## src/rtl/centroid_ctrl.sv

```systemverilog
// Per-frame mask centroid: accumulates zeroth/first moments over a frame and, at the
// next frame start, divides them with one shared restoring divider (x first, then y).
module centroid_ctrl #(
  parameter int IMG_W = 64,
  parameter int IMG_H = 64
) (
  input  logic        clk,
  input  logic        rst_n,
  input  logic        de_in,
  input  logic        v_sync_in,
  input  logic        mask_in,
  output logic [10:0] x_out,
  output logic [10:0] y_out,
  output logic        valid_out,
  output logic        busy
);

  localparam logic [10:0] X_LAST = 11'(IMG_W - 1);

  // Coordinates are 11 bits wide, so larger images cannot be represented.
  if (IMG_W < 2 || IMG_W > 2048 || IMG_H < 1 || IMG_H > 2048) begin : g_size_check
    $error("centroid_ctrl: image size out of range");
  end

  typedef enum logic [1:0] {IDLE, DIV_X, DIV_Y, UPDATE} state_t;

  state_t      state;
  logic        prev_vs;
  logic [10:0] x_pos;
  logic [10:0] y_pos;
  logic [31:0] m00;
  logic [31:0] m10;
  logic [31:0] m01;
  logic [31:0] den;
  logic [31:0] num_y;
  logic [31:0] rem;
  logic [31:0] q;
  logic [10:0] qx;
  logic [4:0]  iter;
  logic        fs;

  logic [32:0] trial;
  logic [31:0] rem_next;
  logic [31:0] q_next;

  assign fs = v_sync_in & ~prev_vs;

  // One restoring step: shift the next numerator bit (held in q's MSB) into the remainder.
  always_comb begin
    trial    = {rem, q[31]};
    rem_next = trial[31:0];
    q_next   = {q[30:0], 1'b0};
    if (trial >= {1'b0, den}) begin
      rem_next = 32'(trial - {1'b0, den});
      q_next   = {q[30:0], 1'b1};
    end
  end

  always_ff @(posedge clk or negedge rst_n) begin
    if (!rst_n) begin
      prev_vs <= 1'b0;
      x_pos   <= '0;
      y_pos   <= '0;
      m00     <= '0;
      m10     <= '0;
      m01     <= '0;
    end else begin
      prev_vs <= v_sync_in;
      if (v_sync_in) begin
        x_pos <= '0;
        y_pos <= '0;
      end else if (de_in) begin
        if (x_pos == X_LAST) begin
          x_pos <= '0;
          y_pos <= y_pos + 11'd1;
        end else begin
          x_pos <= x_pos + 11'd1;
        end
      end
      if (fs) begin
        m00 <= '0;
        m10 <= '0;
        m01 <= '0;
      end else if (de_in && mask_in) begin
        m00 <= m00 + 32'd1;
        m10 <= m10 + {21'd0, x_pos};
        m01 <= m01 + {21'd0, y_pos};
      end
    end
  end

  always_ff @(posedge clk or negedge rst_n) begin
    if (!rst_n) begin
      state     <= IDLE;
      den       <= '0;
      num_y     <= '0;
      rem       <= '0;
      q         <= '0;
      qx        <= '0;
      iter      <= '0;
      x_out     <= '0;
      y_out     <= '0;
      valid_out <= 1'b0;
      busy      <= 1'b0;
    end else begin
      case (state)
        IDLE: begin
          if (fs) begin
            den   <= m00;
            q     <= m10;
            num_y <= m01;
            rem   <= '0;
            iter  <= '0;
            busy  <= 1'b1;
            state <= DIV_X;
          end
        end
        DIV_X: begin
          q    <= q_next;
          rem  <= rem_next;
          iter <= iter + 5'd1;
          if (iter == 5'd31) begin
            qx    <= q_next[10:0];
            q     <= num_y;
            rem   <= '0;
            state <= DIV_Y;
          end
        end
        DIV_Y: begin
          q    <= q_next;
          rem  <= rem_next;
          iter <= iter + 5'd1;
          if (iter == 5'd31) state <= UPDATE;
        end
        UPDATE: begin
          // An empty frame keeps the last good centroid but flags it as stale.
          if (den != 32'd0) begin
            x_out     <= qx;
            y_out     <= q[10:0];
            valid_out <= 1'b1;
          end else begin
            valid_out <= 1'b0;
          end
          busy  <= 1'b0;
          state <= IDLE;
        end
        default: state <= IDLE;
      endcase
    end
  end

endmodule
```

## config.mk

```make
export PLATFORM = sky130hd
export DESIGN_NAME = centroid_ctrl
export DESIGN_NICKNAME = d
export VERILOG_FILES = /design/src/rtl/centroid_ctrl.sv
export SDC_FILE = /design/constraint.sdc
export NUM_CORES = 1
export LEC_CHECK = 0
export ABC_AREA = 0
export ABC_CLOCK_PERIOD_IN_PS = 2540
export BUFFER_PORTS_ARGS = -buffer_cell sky130_fd_sc_hd__buf_4
export CAP_MARGIN = 30
export CORE_MARGIN = 10
export CORE_UTILIZATION = 50
export DETAILED_ROUTE_END_ITERATION = 10
export GPL_TIMING_DRIVEN = 0
export PLACE_DENSITY_LB_ADDON = 0.05
export SLEW_MARGIN = 15
export SYNTH_ARGS = -nofsm -noshare
export SYNTH_HDL_FRONTEND = slang
export SYNTH_SLANG_ARGS = --single-unit
```

## constraint.sdc

```tcl
create_clock -name clk -period 2.54 [get_ports clk]
set_input_delay 0.635 -clock clk [delete_from_list [all_inputs] [get_ports clk]]
set_output_delay 0.635 -clock clk [all_outputs]
set_load 0.1 [all_outputs]
```

==> results.json <==
{
  "yosys.area_share.xor_xnor_pct": 5.186,
  "synthesis.nets": 1733,
  "grt_start_max_net_pins": 86,
  "synth_adder_area_share_pct": 5.365,
  "synth_area_um2": 16040,
  "avgSynthCellArea_um2": 9.659,
  "ios": 29,
  "rows": 65,
  "synthFlopType": "dfrtp_1",
  "utilization_pct": 62.14,
  "drv_slew": 0,
  "synth_compound_gate_area_share_pct": 15.71,
  "ctsHoldBuffers": 0,
  "critPathLaunchType": "flip-flop",
  "clkTransAtPathRegs_ps": 70,
  "hold_viol": 1,
  "grt_first_pass_wirelength_mm": 69.83,
  "synthDistinctLibCells": 88,
  "period_needed_ps": 2750,
  "drt_iter0_drc": 781,
  "synth.area.mux_share_pct": 8.921,
  "ys_seq_elements": 289,
  "cp_max_fo": 5,
  "max-vdd-ir-drop_mv": 0.6828,
  "clk_latency_ps": 560,
  "leakage_nw": 8.790,
  "grt_antenna_before_repair": 0,
  "clk_path_buf_depth": 3,
  "die_w_um": 199.1,
  "syn_inst": 1661,
  "fin_ws_ps": -210.1,
  "worst_slew_pin_slew_ps": 1065,
  "drive_gt1_share_pct": 25.37,
  "synth_commonest_cells": "289 x dfrtp_1, 206 x nand2_1, 116 x o21ai_0",
  "die-area_um2": 39650,
  "synth_top_area_cell": "dfrtp_1",
  "outcome": "complete, but fails checks",
  "multiInputGateArea_um2": 9170,
  "worstRegToRegCells": 11,
  "dp_hpwl_mm": 30.00,
  "synth_area_leaders": "dfrtp_1 45%, mux2_2 6.7%, ha_1 5.0%, nand2_1 4.8%, o21ai_0 3.6%",
  "worst_hold_slack_ps": -2.198,
  "crit_path_end_kind": "flip-flop",
  "synth_top_family_by_area": "simple AND/OR/NAND/NOR gates",
  "grtUsageTotal_pct": 21.88,
  "port_buffers": 28,
  "cts_tree": "done",
  "numClockSinks": 289,
  "synth-edff-count": 0,
  "violations": "hold timing, setup timing",
  "p_per_area_nw_per_um2": 1039,
  "crit_type": "flip-flop to flip-flop",
  "cts_buffers": 30,
  "maxCapViolCount": 0,
  "yosysMostFrequentCell": "dfrtp_1",
  "yosysSeqAreaShare_pct": 45.08,
  "synth_warnings": 0,
  "ant_nets": 0,
  "fill_cells": 2657,
  "grt_overflow": 0,
  "grt_pass1_vias": 12927,
  "route.detailed.drc": 0,
  "fin_crit_sh_pct": 108.3,
  "synthSimpleGateAreaFrac_pct": 15.87,
  "synth-async-reset-ratio_pct": 100.0,
  "root_buffer": "clkbuf_16",
  "place_congestion": 0.8316,
  "drt_wl_total_mm": 43.87,
  "cp.required_ps": 2950,
  "core_area_um2": 31640,
  "final_nets": 1881,
  "setup_viol": 60,
  "vias_per_cell": 5.823,
  "die_h_um": 199.1,
  "antenna_cells": 0,
  "vias": 13015,
  "synth_top_area_share_pct": 45.08,
  "area_growth_pct": 22.52,
  "htreeDepth": 1,
  "slew_headroom_pct": 28.73,
  "min_path_type": "input port to asynchronous set/reset pin",
  "rsz0062_at_grt": "true",
  "wl_per_cell_um": 19.63,
  "skew_ps": 10.28,
  "regArea_um2": 7238,
  "max_freq_mhz": 363.6,
  "initial_core_util_pct": 50.71,
  "worstPathArrival_ps": 3160,
  "drt-pass1-iter-count": 5
}
[state kept, by name, indices dropped and copies added (netlist names)]
signal and flops:
m10 32, num_y 32, valid_out 1, y_out 11
x_pos 11, iter 5, rem 32, m01 32
den 32, y_pos 11, qx 11, prev_vs 1
q 32, m00 32, state 2, busy 1
x_out 11
[where the power goes]
part	leakage (nW)	switching (W)	internal [W]
combinational	4.35	0.00597	0.00436
sequential	3.94	0.000504	0.00519
clock	0.494	0.00184	0.00254
[cell type report]
type / instances / share of cell area, %
flip-flops and latches: 289 / 36.82
repair buffers: 120 / 5.569
multi-input cells: 1231 / 46.65
clock inverters: 10 / 0.2928
well taps: 402 / 2.559
inverters: 58 / 1.108
clock buffers: 46 / 4.793
plain buffers: 79 / 2.209
[through the flow]
step	setup TNS (ps)	instance area (um2)	power, W	instances	setup slack [ps]
after floorplan	-345.7	16090	0.01173	1661	-55.45
after global placement	-604620	16800	0.01386	2091	-2075
after detailed placement	-101140	16890	0.01399	2094	-935.7
after CTS	-3367	19160	0.02036	2212	-180.7
after global routing	-12510	19660	0.02165	2235	-308.6
final	-5266	19660	0.02042	2235	-210.1
[placed cells by master, fill, tap and decap left out, types with 8 or more instances in the layout]
cell       synthesis  layout
dfrtp_1          289     284
nand2_1          206     202
nor2_1           114     108
o21ai_0          116     105
buf_4              1     100
mux2_2            96      95
a21oi_1           88      67
clkbuf_1          66      51
inv_1             58      47
xnor2_1           50      47
xor2_1            45      44
ha_1              64      41
nand3_1           48      40
nand4_1           34      34
o21ai_1           38      31
a22oi_1           31      31
clkbuf_16          0      31
mux2i_1           35      30
ha_4               0      21
and3_1            19      18
buf_6              6      18
o21ai_2            1      16
nor3_1            19      16
a21oi_2            1      16
a21o_1            15      15
or3_1             21      15
nand2b_1          17      15
clkbuf_2           1      14
clkbuf_8           3      14
o211ai_1          14      14
and2_1            12      12
inv_2              0      11
o31ai_1           13      11
a211oi_1          11      11
o21a_1            11      10
nor4_1            10       8
[worst max-delay path, cell delays in order, from the launching register on]
cell	delay, ps
dfrtp_1	430
ha_4	320
nand4_1	150
o22ai_4	250
o21ai_2	100
o2111ai_2	290
a41oi_4	190
o21ai_4	230
buf_6	160
buf_6	140
mux2i_1	250
o21ai_1	90
[layer usage]
layer	routed length (um)	GRT usage, %	up-vias
met5	0	0	-
met2	22340	38.98	285
li1	-	-	6227
met4	1041	6.075	0
met3	1680	2.220	74
met1	18800	27.53	6429
[worst paths after layout]
| check | slack, ps | endpoint | start |
|---|---|---|---|
| min reg2reg | 480 | q[17] | q[17] |
| max reg2reg | -210 | rem[8] | rem[10] |
| min | -2 | rem[31] | rst_n |
| max in group asynchronous | 1320 | y_pos[1] | rst_n |
| max | -210 | rem[8] | rem[10] |
| min in group clk | 190 | prev_vs | v_sync_in |
[cell families (layout without fill, tap and decap cells)]
family	count (synthesis)	count (layout)
fa+ha+maj	67	67
simple gates	539	539
flops	289	289
mux	131	131
xor+xnor	95	95
buf+inv	143	313
compound gates	397	399
[what timing repair did]
item                                   CTS  global route
endpoints found under the hold margin    0             0
pin swaps                               72            81
setup buffers                           58            30
resized for setup                      152           101
cloned                                   7             0
setup endpoints to repair              169           135
Power figures use the tool's default switching activity.
